`src/rtl/frame_ctrl_pkg.sv`:
```
// Shared definitions for the frame controller: write FSM state type,
// default raster timing and a small window-decode helper.
package frame_ctrl_pkg;

    // Host write handshake states
    typedef enum logic [1:0] {
        ST_IDLE  = 2'd0,
        ST_WAIT  = 2'd1,
        ST_WRITE = 2'd2,
        ST_ACK   = 2'd3
    } wr_state_e;

    // Default raster timing (columns / lines, blanking included)
    localparam int H_L_DEF      = 896;
    localparam int V_L_DEF      = 795;
    localparam int WIDTH_DEF    = 768;
    localparam int HEIGHT_DEF   = 683;
    localparam int HS_START_DEF = 792;
    localparam int HS_LEN_DEF   = 64;
    localparam int VS_START_DEF = 684;
    localparam int VS_LEN_DEF   = 3;

    // Pixel colour width (one bit each of R, G, B)
    localparam int RGB_W = 3;

    // True when start <= val < start + len
    function automatic logic in_window(input int unsigned val,
                                       input int unsigned start,
                                       input int unsigned len);
        return (val >= start) && (val < start + len);
    endfunction

endpackage

```
`src/rtl/scan_counter.sv`:
```
// Raster scan counter: column/line position, active-region select,
// active-low sync windows and a frame-wrap pulse. Also reports whether
// the position one pixel ahead is active so writers can avoid it.
module scan_counter
    import frame_ctrl_pkg::*;
#(
    parameter int  H_L      = H_L_DEF,
    parameter int  V_L      = V_L_DEF,
    parameter int  WIDTH    = WIDTH_DEF,
    parameter int  HEIGHT   = HEIGHT_DEF,
    parameter int  HS_START = HS_START_DEF,
    parameter int  HS_LEN   = HS_LEN_DEF,
    parameter int  VS_START = VS_START_DEF,
    parameter int  VS_LEN   = VS_LEN_DEF,
    localparam int HW       = $clog2(H_L),
    localparam int VW       = $clog2(V_L)
) (
    input  logic          clk_i,
    input  logic          rst_i,
    input  logic          pix_en_i,
    output logic [HW-1:0] h_count_o,
    output logic [VW-1:0] v_count_o,
    output logic          sel_o,
    output logic          hsync_o,
    output logic          vsync_o,
    output logic          frame_start_o,
    output logic          next_active_o
);

    logic [HW-1:0] h_q, h_d, h_nxt;
    logic [VW-1:0] v_q, v_d, v_nxt;
    logic          fs_q, fs_d;
    logic          h_last, v_last;

    assign h_last = (32'(h_q) == H_L - 1);
    assign v_last = (32'(v_q) == V_L - 1);

    // Position one pixel ahead, independent of the enable
    always_comb begin
        h_nxt = h_last ? '0 : h_q + HW'(1);
        v_nxt = v_q;
        if (h_last) begin
            v_nxt = v_last ? '0 : v_q + VW'(1);
        end
    end

    // Advance only on pixel enable; flag the edge that wraps the frame
    always_comb begin
        h_d  = h_q;
        v_d  = v_q;
        fs_d = 1'b0;
        if (pix_en_i) begin
            h_d  = h_nxt;
            v_d  = v_nxt;
            fs_d = h_last && v_last;
        end
    end

    // Counter and frame-pulse registers
    always_ff @(posedge clk_i or posedge rst_i) begin
        if (rst_i) begin
            h_q  <= '0;
            v_q  <= '0;
            fs_q <= 1'b0;
        end else begin
            h_q  <= h_d;
            v_q  <= v_d;
            fs_q <= fs_d;
        end
    end

    assign h_count_o     = h_q;
    assign v_count_o     = v_q;
    assign frame_start_o = fs_q;
    assign sel_o         = (32'(h_q) < WIDTH) && (32'(v_q) < HEIGHT);
    assign next_active_o = (32'(h_nxt) < WIDTH) && (32'(v_nxt) < HEIGHT);
    assign hsync_o       = !in_window(32'(h_q), HS_START, HS_LEN);
    assign vsync_o       = !in_window(32'(v_q), VS_START, VS_LEN);

endmodule

```
`src/rtl/frame_ctrl.sv`:
```
// Frame controller top: raster timing from scan_counter plus a host write
// FSM that places single-pixel writes into blanking so they never collide
// with an active pixel read. Optional macro FRAME_CTRL_BOUNDS_CHK_EN rejects
// writes outside the active area (WR_ACK with WR_ERR, no RAM write).
module frame_ctrl
    import frame_ctrl_pkg::*;
#(
    parameter int  H_L      = H_L_DEF,
    parameter int  V_L      = V_L_DEF,
    parameter int  WIDTH    = WIDTH_DEF,
    parameter int  HEIGHT   = HEIGHT_DEF,
    parameter int  HS_START = HS_START_DEF,
    parameter int  HS_LEN   = HS_LEN_DEF,
    parameter int  VS_START = VS_START_DEF,
    parameter int  VS_LEN   = VS_LEN_DEF,
    localparam int HW       = $clog2(H_L),
    localparam int VW       = $clog2(V_L)
) (
    input  logic             CLK,
    input  logic             RST,
    input  logic             PIX_EN,
    output logic [HW-1:0]    H_count,
    output logic [VW-1:0]    V_count,
    output logic             SEL,
    output logic             HSYNC,
    output logic             VSYNC,
    output logic             FRAME_START,
    input  logic             WR_REQ,
    input  logic [HW-1:0]    WR_X,
    input  logic [VW-1:0]    WR_Y,
    input  logic [RGB_W-1:0] WR_DATA,
    output logic             WR_ACK,
    output logic             WR_ERR,
    output logic             RAM_WE,
    output logic [HW-1:0]    RAM_WX,
    output logic [VW-1:0]    RAM_WY,
    output logic [RGB_W-1:0] RAM_WD
);

    wr_state_e        state_q, state_d;
    logic [HW-1:0]    wx_q, wx_d;
    logic [VW-1:0]    wy_q, wy_d;
    logic [RGB_W-1:0] wd_q, wd_d;
    logic             next_active;
    logic             blank_ok;
`ifdef FRAME_CTRL_BOUNDS_CHK_EN
    logic             err_q, err_d;
    logic             oob;
`endif

    scan_counter #(
        .H_L      (H_L),
        .V_L      (V_L),
        .WIDTH    (WIDTH),
        .HEIGHT   (HEIGHT),
        .HS_START (HS_START),
        .HS_LEN   (HS_LEN),
        .VS_START (VS_START),
        .VS_LEN   (VS_LEN)
    ) u_scan (
        .clk_i         (CLK),
        .rst_i         (RST),
        .pix_en_i      (PIX_EN),
        .h_count_o     (H_count),
        .v_count_o     (V_count),
        .sel_o         (SEL),
        .hsync_o       (HSYNC),
        .vsync_o       (VSYNC),
        .frame_start_o (FRAME_START),
        .next_active_o (next_active)
    );

    // Safe to write now and in the following cycle: neither is an active pixel
    assign blank_ok = !SEL && !(PIX_EN && next_active);

`ifdef FRAME_CTRL_BOUNDS_CHK_EN
    assign oob = (32'(WR_X) >= WIDTH) || (32'(WR_Y) >= HEIGHT);
`endif

    // Write FSM next state; the write port is latched on entry to WRITE
    always_comb begin
        state_d = state_q;
        wx_d    = wx_q;
        wy_d    = wy_q;
        wd_d    = wd_q;
`ifdef FRAME_CTRL_BOUNDS_CHK_EN
        err_d   = err_q;
`endif
        case (state_q)
            ST_IDLE: begin
`ifdef FRAME_CTRL_BOUNDS_CHK_EN
                err_d = 1'b0;
`endif
                if (WR_REQ) begin
                    state_d = ST_WAIT;
                end
            end
            ST_WAIT: begin
                if (!WR_REQ) begin
                    state_d = ST_IDLE;
`ifdef FRAME_CTRL_BOUNDS_CHK_EN
                end else if (oob) begin
                    state_d = ST_ACK;
                    err_d   = 1'b1;
`endif
                end else if (blank_ok) begin
                    state_d = ST_WRITE;
                    wx_d    = WR_X;
                    wy_d    = WR_Y;
                    wd_d    = WR_DATA;
                end
            end
            ST_WRITE: state_d = ST_ACK;
            ST_ACK:   state_d = ST_IDLE;
            default:  state_d = ST_IDLE;
        endcase
    end

    // FSM and write-port registers; reset aborts any transaction in flight
    always_ff @(posedge CLK or posedge RST) begin
        if (RST) begin
            state_q <= ST_IDLE;
            wx_q    <= '0;
            wy_q    <= '0;
            wd_q    <= '0;
        end else begin
            state_q <= state_d;
            wx_q    <= wx_d;
            wy_q    <= wy_d;
            wd_q    <= wd_d;
        end
    end

`ifdef FRAME_CTRL_BOUNDS_CHK_EN
    // Rejection flag travels with the transaction into ACK
    always_ff @(posedge CLK or posedge RST) begin
        if (RST) begin
            err_q <= 1'b0;
        end else begin
            err_q <= err_d;
        end
    end
    assign WR_ERR = (state_q == ST_ACK) && err_q;
`else
    assign WR_ERR = 1'b0;
`endif

    assign RAM_WE = (state_q == ST_WRITE);
    assign WR_ACK = (state_q == ST_ACK);
    assign RAM_WX = wx_q;
    assign RAM_WY = wy_q;
    assign RAM_WD = wd_q;

endmodule

```
`config.mk`:
```
export PLATFORM = sky130hd
export DESIGN_NAME = frame_ctrl
export DESIGN_NICKNAME = d
export VERILOG_FILES = /design/src/rtl/frame_ctrl_pkg.sv /design/src/rtl/scan_counter.sv /design/src/rtl/frame_ctrl.sv
export SDC_FILE = /design/constraint.sdc
export NUM_CORES = 1
export LEC_CHECK = 0
export BUFFER_PORTS_ARGS = -buffer_cell sky130_fd_sc_hd__buf_4
export CAP_MARGIN = 20
export CORE_UTILIZATION = 52
export DETAILED_ROUTE_END_ITERATION = 7
export PLACE_DENSITY = 0.8
export SLEW_MARGIN = 20
export SYNTH_ARGS = -nofsm -noshare
export SYNTH_HDL_FRONTEND = slang
export SYNTH_SLANG_ARGS = --single-unit
```
`constraint.sdc`:
```
create_clock -name CLK -period 3.95 [get_ports CLK]
set_clock_uncertainty 0.15 [all_clocks]
set_input_delay 0.5925 -clock CLK [delete_from_list [all_inputs] [get_ports CLK]]
set_output_delay 0.5925 -clock CLK [all_outputs]
set_load 0.01 [all_outputs]
```
==> results of run 1 <==
-- metrics by stage --
| stage | worst slack (ns) | instance area, sq um | power, mW |
|---|---|---|---|
| global route | 0.192 | 3330 | 1.09 |
| CTS | 0.387 | 3330 | 1.05 |
| detailed placement | 0.408 | 3240 | 0.768 |
| finish | 0.378 | 3330 | 1.04 |
| floorplan | 0.853 | 2650 | 0.665 |
| global placement | 0.542 | 3240 | 0.758 |
-- flip-flops by register name, indices dropped and copies added (netlist names), named ones only --
name	count
RAM_WX	10
RAM_WY	10
u_scan.h_count_o	10
u_scan.v_count_o	10
RAM_WD	3
state_q	1
u_scan.frame_start_o	1
-- final cells by class --
class                   count  area, sq um
well taps                  67         83.8
flip-flops and latches     46         1150
clock inverters             2         13.8
fillers                   416         1490
repair buffers             79          606
inverters                  12         45.0
clock buffers               6         72.6
multi-input cells         172         1360
-- worst max-delay path, stage by stage (launching register included) --
cell and delay [ns]:
dfrtp_1 0.51, ha_1 0.42, o21ai_0 0.15, a211oi_2 0.30, o21ai_1 0.12, or4_4 0.55, a2111oi_4 0.41, o311ai_4 0.28
buf_12 0.26, mux2_4 0.30
-- worst max-delay path by stage --
stage | from | endpoint | slack, ns | depth (start not counted)
finish | u_scan.v_count_o[1] | RAM_WX[0] | 0.38 | 9
detailed placement | u_scan.v_count_o[1] | RAM_WX[3] | 0.41 | 9
global route | u_scan.v_count_o[1] | RAM_WX[0] | 0.19 | 9
floorplan | u_scan.v_count_o[0] | RAM_WX[0] | 0.85 | 10
CTS | u_scan.h_count_o[0] | RAM_WX[8] | 0.39 | 9
global placement | u_scan.h_count_o[0] | RAM_WX[7] | 0.54 | 9
-- cells in the mapped netlist (2+ instances only) --
master    count
buf_6         2
and3_1        2
mux2_2        7
o211ai_1      2
ha_1          4
o31ai_1       3
a31oi_1       6
o21ai_0      14
nand3b_1      2
nor2_1       12
nand2_1      21
dfrtp_1      46
nor3_1        6
clkbuf_1      5
xor2_1        3
xnor2_1       8
or2_2         2
buf_2         7
o41ai_1       2
nor4_1        3
nand4_1       6
mux2_4       19
a21oi_1       5
buf_4         3
nand3_1       9
inv_1        12
and2_1        2
-- power groups by stage --
stage	registers [mW]	clock network, mW	logic [mW]
3_3_place_gp	0.566	0	0.191
2_1_floorplan	0.573	0	0.0922
4_1_cts	0.562	0.293	0.198
5_1_grt	0.568	0.307	0.214
6_report	0.562	0.287	0.195
3_5_place_dp	0.570	0	0.198
-- routing by layer --
layer,GRT usage,up-vias
met3,0.0521,8
met4,0.0812,0
met1,0.312,1054
li1,-,1032
met5,0,-
met2,0.388,92
-- kinds of logic (layout without fill, tap and decap cells) --
kind of cell / Yosys count / in the layout / synth area share
fa+ha+maj: 4 / 4 / 0.0189
simple gates: 82 / 82 / 0.182
buf+inv: 29 / 99 / 0.0542
mux: 26 / 26 / 0.137
flops: 46 / 46 / 0.434
xor+xnor: 11 / 11 / 0.0363
other cells: 1 / 1 / 0.00141
compound gates: 48 / 48 / 0.136
==> out/qor.csv, run 1 <==
metric,value,unit
run status,"finished, final reports clean",
internal power,0.727,mW
Num CTS Buffers,5,
Starting Density,0.551,
post-cts sizing count,0,
register bit total from synthesis,46,
Die Height,73.4,microns
Reg power frac,0.538,
synth-to-layout area growth,25.5,%
Max Cap Viol,0,
Final Critical Period,3.57,ns
post-route core utilization,0.691,
combinational share of power,0.187,
DRC Markers,0,
"Slew Viols, Final",0,
Die W,73.4,microns
power density cells,314,nW/um^2
Inserted Diodes,0,
clock net sink count,46,
"most common cell after layout, fill and taps aside",buf_4,
final setup violating endpoints,0,
"commonest cells after routing, fill and taps aside","buf_4 (78), dfrtp_1 (46), nand2_1 (21)",
Final period util,0.904,
clk_lat worst skew,0.30,ns
layout cells sized above 1,0.394,
die area,5390,sq um
DRT iter0 DRCs,206,
Worst EP required,3.99,ns
Nets,347,
DR pass1 iterations,4,
Worst Setup End Kind,flip-flop,
Min Hold Slack,0.351,ns
Worst-Margin Slew,0.934,ns
Synth Instances,247,
WL met1,2.54,mm
r2r startpoint,u_scan.v_count_o[1],
WL met2,3.09,mm
maximum vdd ir drop,321,uV
RD Place Congestion,0.917,
Hold Buf Count CTS,0,
"Max FO, Critical Path",14,
RSZ-0062 raised after global routing,no,
Post-Synthesis Cell Area,2650,sq um
number of flops mapped to enable cells by yosys,0,
min-delay worst type,input port to asynchronous set/reset pin,
Yosys top cell area share,0.434,
postcts setup bufs,0,
placed insts,376,
Psw,0.318,mW
GRT Total Usage,0.238,
ys async rst share,1.00,
worst rel slew slack,0.376,
Clk pwr share,0.275,
syn_area_per_cell,10.7,sq um
"Seq/Total Area, Yosys",0.434,
Routed Wire Length,6.14,mm
Area contributors post-synth,"dfrtp_1 (43%), mux2_4 (11%), mux2_2 (3.0%)",
switch share,0.304,
final hold violation count,0,
Max clock buf depth,2,
worst reg-to-reg path cell count,9,
fmax,280,MHz
Wirelength per Cell,16.0,microns
antenna violations before repair,0,
WS Path Type,flip-flop to flip-flop,
Setup crit start kind,flip-flop,
static leakage,1.64,nW
post-synthesis cell type with the largest combined area,dfrtp_1,
vias in the first global route,2079,
RR Endpoint,RAM_WX[0],
Yosys cell types,61,
syn nets,278,
grt ovf,0,
clock root cell,clkbuf_8,
Antenna Violating Nets Remaining,0,
met3 routed WL,433,microns
hpwl dp,4.44,mm
Setup TNS,0,ns
critical path arrival,3.61,ns
Non-Filler Instances,384,
IO Count,77,
"reg-to-reg slack, setup",0.38,ns
"Clk pin slew, worst setup/hold paths",0.09,ns
CTS tree,built,
first-pass GRT wire length,9.78,mm
Via density,5.69,
port bufs,75,
Core ar.,4820,sq um
num rows,25,
largest net degree at the start of global routing,47,
YS warnings,0,
Synth Flop Type,dfrtp_1,
H-tree lvl count,2,
Top Layer Used,met4,
vias post-DR,2186,
Power figures use the tool's default switching activity.
==> run 2, diff against run 1 <==
--- a/config.mk
+++ b/config.mk
@@ -8,7 +8,9 @@
 export BUFFER_PORTS_ARGS = -buffer_cell sky130_fd_sc_hd__buf_4
 export CAP_MARGIN = 20
 export CORE_UTILIZATION = 52
+export CTS_CLUSTER_DIAMETER = 80
 export DETAILED_ROUTE_END_ITERATION = 7
+export MAX_ROUTING_LAYER = met4
 export PLACE_DENSITY = 0.8
 export SLEW_MARGIN = 20
 export SYNTH_ARGS = -nofsm -noshare
==> out/qor.csv, run 2 (same netlist as run 1, synthesis figures left out) <==
metric,value,unit
run status,"finished, final reports clean",
worst rel slew slack,0.360,
die area,5390,sq um
fmax,282,MHz
"most common cell after layout, fill and taps aside",buf_4,
RD Place Congestion,0.920,
Die W,73.4,microns
RR Endpoint,RAM_WX[7],
"commonest cells after routing, fill and taps aside","buf_4 (80), dfrtp_1 (46), nand2_1 (21)",
clock net sink count,46,
clk_lat worst skew,0.31,ns
layout cells sized above 1,0.398,
Setup crit start kind,flip-flop,
Max Cap Viol,0,
Worst-Margin Slew,0.958,ns
"Clk pin slew, worst setup/hold paths",0.09,ns
DRC Markers,0,
grt ovf,0,
post-cts sizing count,0,
worst reg-to-reg path cell count,9,
Die Height,73.4,microns
antenna violations before repair,0,
port bufs,75,
WS Path Type,flip-flop to flip-flop,
Inserted Diodes,0,
DRT iter0 DRCs,161,
first-pass GRT wire length,9.94,mm
Nets,349,
Max clock buf depth,2,
Final Critical Period,3.55,ns
Worst Setup End Kind,flip-flop,
Worst EP required,3.99,ns
num rows,25,
power density cells,317,nW/um^2
vias post-DR,2201,
Starting Density,0.551,
critical path arrival,3.59,ns
Num CTS Buffers,5,
static leakage,1.65,nW
DR pass1 iterations,4,
min-delay worst type,input port to asynchronous set/reset pin,
Antenna Violating Nets Remaining,0,
total power after layout,1.06,mW
final hold violation count,0,
"Slew Viols, Final",0,
Setup TNS,0,ns
H-tree lvl count,2,
GRT Total Usage,0.248,
IO Count,77,
clock root cell,clkbuf_8,
Hold Buf Count CTS,0,
maximum vdd ir drop,364,uV
synth-to-layout area growth,26.4,%
Routed Wire Length,6.27,mm
postcts setup bufs,0,
RSZ-0062 raised after global routing,no,
vias in the first global route,2046,
r2r startpoint,u_scan.h_count_o[0],
Wirelength per Cell,16.3,microns
Final period util,0.898,
"Max FO, Critical Path",14,
"reg-to-reg slack, setup",0.40,ns
CTS tree,built,
largest net degree at the start of global routing,47,
hpwl dp,4.46,mm
Core ar.,4820,sq um
Via density,5.70,
final setup violating endpoints,0,
-- run 2: cell count changes in the layout (fill, tap and decap cells not counted), sizes merged --
cell	change
clkbuf	+1
clkinv	-2
buf	+2
inv	+1
-- run 2: worst max path at each step --
stage           endpoint  cells after the start           startpoint  slack (ns)
3_5_place_dp   RAM_WX[7]                      9  u_scan.h_count_o[0]        0.43
2_1_floorplan  RAM_WX[0]                     10  u_scan.v_count_o[0]        0.85
6_report       RAM_WX[7]                      9  u_scan.h_count_o[0]        0.40
4_1_cts        RAM_WY[5]                      9  u_scan.v_count_o[1]        0.42
5_1_grt        RAM_WX[7]                      9  u_scan.h_count_o[0]        0.26
3_3_place_gp   RAM_WX[7]                      9  u_scan.h_count_o[0]        0.48
-- run 2: report_power, final --
part           internal [mW]  switching, mW  total, mW
Sequential             0.503         0.0602      0.563
Clock                  0.145          0.164      0.308
Combinational         0.0988         0.0945      0.193
Total                  0.746          0.318       1.06
-- run 2: layout make-up --
cell class | instances | area (sq um)
clock buffer | 7 | 86.3
multi-input combinational | 172 | 1360
timing repair buffer | 81 | 621
fill | 390 | 1460
tap | 67 | 83.8
clock inverter | 1 | 8.76
inverter | 12 | 45.0
sequential | 46 | 1150
-- run 2: worst max-delay path, stage by stage, from the launching register on --
cell and delay, ns:
dfrtp_1 0.43, ha_1 0.26, nand3_2 0.21, nor3_4 0.46, nor3b_2 0.27, xnor2_1 0.10, o21a_1 0.21, o311ai_4 0.74
buf_12 0.25, mux2_2 0.35
-- run 2: per-layer routing --
metal  global-route usage  up-vias  share of wire
met3               0.0453       13          0.068
met2                0.388      103           0.48
li1                     -     1027              -
met1                0.322     1058           0.43
met4               0.0919        0          0.020
met5                    -        -              0
-- run 2: stage by stage --
step           setup WS, ns   util  std cells  area, sq um  hold slack [ns]
3_5_place_dp          0.428  0.677        378         3260            0.346
4_1_cts               0.425  0.696        386         3350            0.354
6_report              0.405  0.696        386         3350            0.360
2_1_floorplan         0.853      -        247         2650            0.328
5_1_grt               0.262  0.696        386         3350            0.349
3_3_place_gp          0.484  0.677        378         3260            0.341
==> run 3, diff against run 2 <==
--- a/config.mk
+++ b/config.mk
@@ -10,6 +10,7 @@
 export CORE_UTILIZATION = 52
 export CTS_CLUSTER_DIAMETER = 80
 export DETAILED_ROUTE_END_ITERATION = 7
+export GPL_TIMING_DRIVEN = 0
 export MAX_ROUTING_LAYER = met4
 export PLACE_DENSITY = 0.8
 export SLEW_MARGIN = 20
==> out/qor.csv, run 3 (same netlist as run 1, synthesis figures left out) <==
metric,value,unit
"most common cell after layout, fill and taps aside",buf_4,
synth-to-layout area growth,29.0,%
"Largest stage delay, worst path",0.56,ns
Clk pwr share,0.317,
vias in the first global route,2053,
"Slew Viols, Final",0,
pre-CTS setup slack,0.599,ns
Final Critical Period,3.41,ns
setup ws final,0.538,ns
first-pass GRT wire length,9.58,mm
Max clock buf depth,2,
Nets,360,
Worst EP required,3.98,ns
Worst Setup End Kind,flip-flop,
Max Cap Viol,0,
hpwl dp,4.47,mm
Psw,0.311,mW
clock root cell,clkbuf_8,
port bufs,74,
total power after layout,1.10,mW
worst reg-to-reg path cell count,10,
"Clk pin slew, worst setup/hold paths",0.09,ns
r2r startpoint,u_scan.v_count_o[0],
run status,"finished, final reports clean",
Num CTS Buffers,5,
H-tree lvl count,2,
Wirelength per Cell,15.4,microns
layout cells sized above 1,0.403,
combinational share of power,0.175,
Reg power frac,0.508,
internal power,0.792,mW
switch share,0.282,
Setup crit start kind,flip-flop,
fmax,293,MHz
"commonest cells after routing, fill and taps aside","buf_4 (77), dfrtp_1 (46), nand2_1 (21)",
DRT iter0 DRCs,181,
GRT Total Usage,0.239,
Critical Path Slowest Stage Cell,or4_4,
power density cells,322,nW/um^2
Min Hold Slack,0.0747,ns
DR pass1 iterations,6,
Core ar.,4820,sq um
postcts setup bufs,0,
worst rel slew slack,0.662,
Worst-Margin Slew,0.503,ns
grt ovf,0,
Die W,73.4,microns
critical path arrival,3.45,ns
Hold Buf Count CTS,0,
vias post-DR,2237,
post-cts sizing count,0,
maximum vdd ir drop,347,uV
static leakage,1.69,nW
antenna violations before repair,0,
Antenna Violating Nets Remaining,0,
WS Path Type,flip-flop to flip-flop,
Die Height,73.4,microns
num rows,25,
die area,5390,sq um
CP Launch Point,u_scan.v_count_o[0],
RD Place Congestion,0.958,
crit path to,RAM_WY[4],
Starting Density,0.551,
Via density,5.63,
IO Count,77,
largest net degree at the start of global routing,35,
clock net sink count,46,
CTS tree,built,
RSZ-0062 raised after global routing,no,
Setup TNS,0,ns
RR Endpoint,RAM_WY[4],
worst-path cell chain,ha_1 > buf_4 > o21ai_0 > a211oi_2 > o21ai_1 > or4_4 > a2111oi_4 > o311ai_4 > buf_6 > mux2_4,
Final period util,0.864,
DRC Markers,0,
Inserted Diodes,0,
min-delay worst type,input port to asynchronous set/reset pin,
clk_lat worst skew,0.30,ns
final setup violating endpoints,0,
"Max FO, Critical Path",10,
"reg-to-reg slack, setup",0.54,ns
final hold violation count,0,
Routed Wire Length,6.10,mm
## run 3: worst max-delay path: cells and delay by family (launching register included)
family | cells | cell delay, ns
AO/OA/AOI/OAI | 5 | 1.16
AND/OR/NAND/NOR | 1 | 0.56
flip-flops | 1 | 0.53
buffers and inverters | 2 | 0.38
multiplexers | 1 | 0.30
adder cells (fa/ha/maj) | 1 | 0.20
## run 3: area by class of cell
class / instances / area (sq um)
well taps: 67 / 83.8
multi-input cells: 172 / 1360
clock buffers: 6 / 72.6
plain buffers: 17 / 98.8
repair buffers: 75 / 576
inverters: 12 / 45.0
clock inverters: 2 / 37.5
flip-flops and latches: 46 / 1150
fillers: 389 / 1390
## run 3: per-layer routing
metal | GRT usage | vias to the layer above | routed length (microns)
met4 | 0.0620 | 0 | 97
li1 | - | 1051 | -
met3 | 0.0439 | 13 | 384
met2 | 0.377 | 108 | 3010
met5 | - | - | 0
met1 | 0.319 | 1065 | 2610
## run 3: worst min-delay path by stage
stage	start	to	slack [ns]	depth (start not counted)
2_1_floorplan	flip-flop	flip-flop	0.33	2
3_3_place_gp	RAM_WX[8]	RAM_WX[8]	0.34	1
3_5_place_dp	RAM_WY[2]	RAM_WY[2]	0.35	1
4_1_cts	RST	u_scan.v_count_o[6]	0.09	2
5_1_grt	RST	u_scan.v_count_o[6]	0.10	2
6_report	RST	u_scan.v_count_o[6]	0.07	2
## run 3: power by group through the flow
stage | combinational (mW) | clock [mW] | sequential (mW)
2_1_floorplan | 0.0922 | 0 | 0.573
3_3_place_gp | 0.186 | 0 | 0.569
3_5_place_dp | 0.195 | 0 | 0.568
4_1_cts | 0.195 | 0.355 | 0.560
5_1_grt | 0.210 | 0.375 | 0.569
6_report | 0.193 | 0.350 | 0.560
## run 3: stage by stage
| stage | util | area, sq um | std cells |
|---|---|---|---|
| final | 0.711 | 3420 | 397 |
| after global routing | 0.711 | 3420 | 397 |
| after CTS | 0.711 | 3420 | 397 |
| after detailed placement | 0.688 | 3310 | 389 |
| after global placement | 0.684 | 3290 | 388 |
| after floorplan | - | 2650 | 247 |
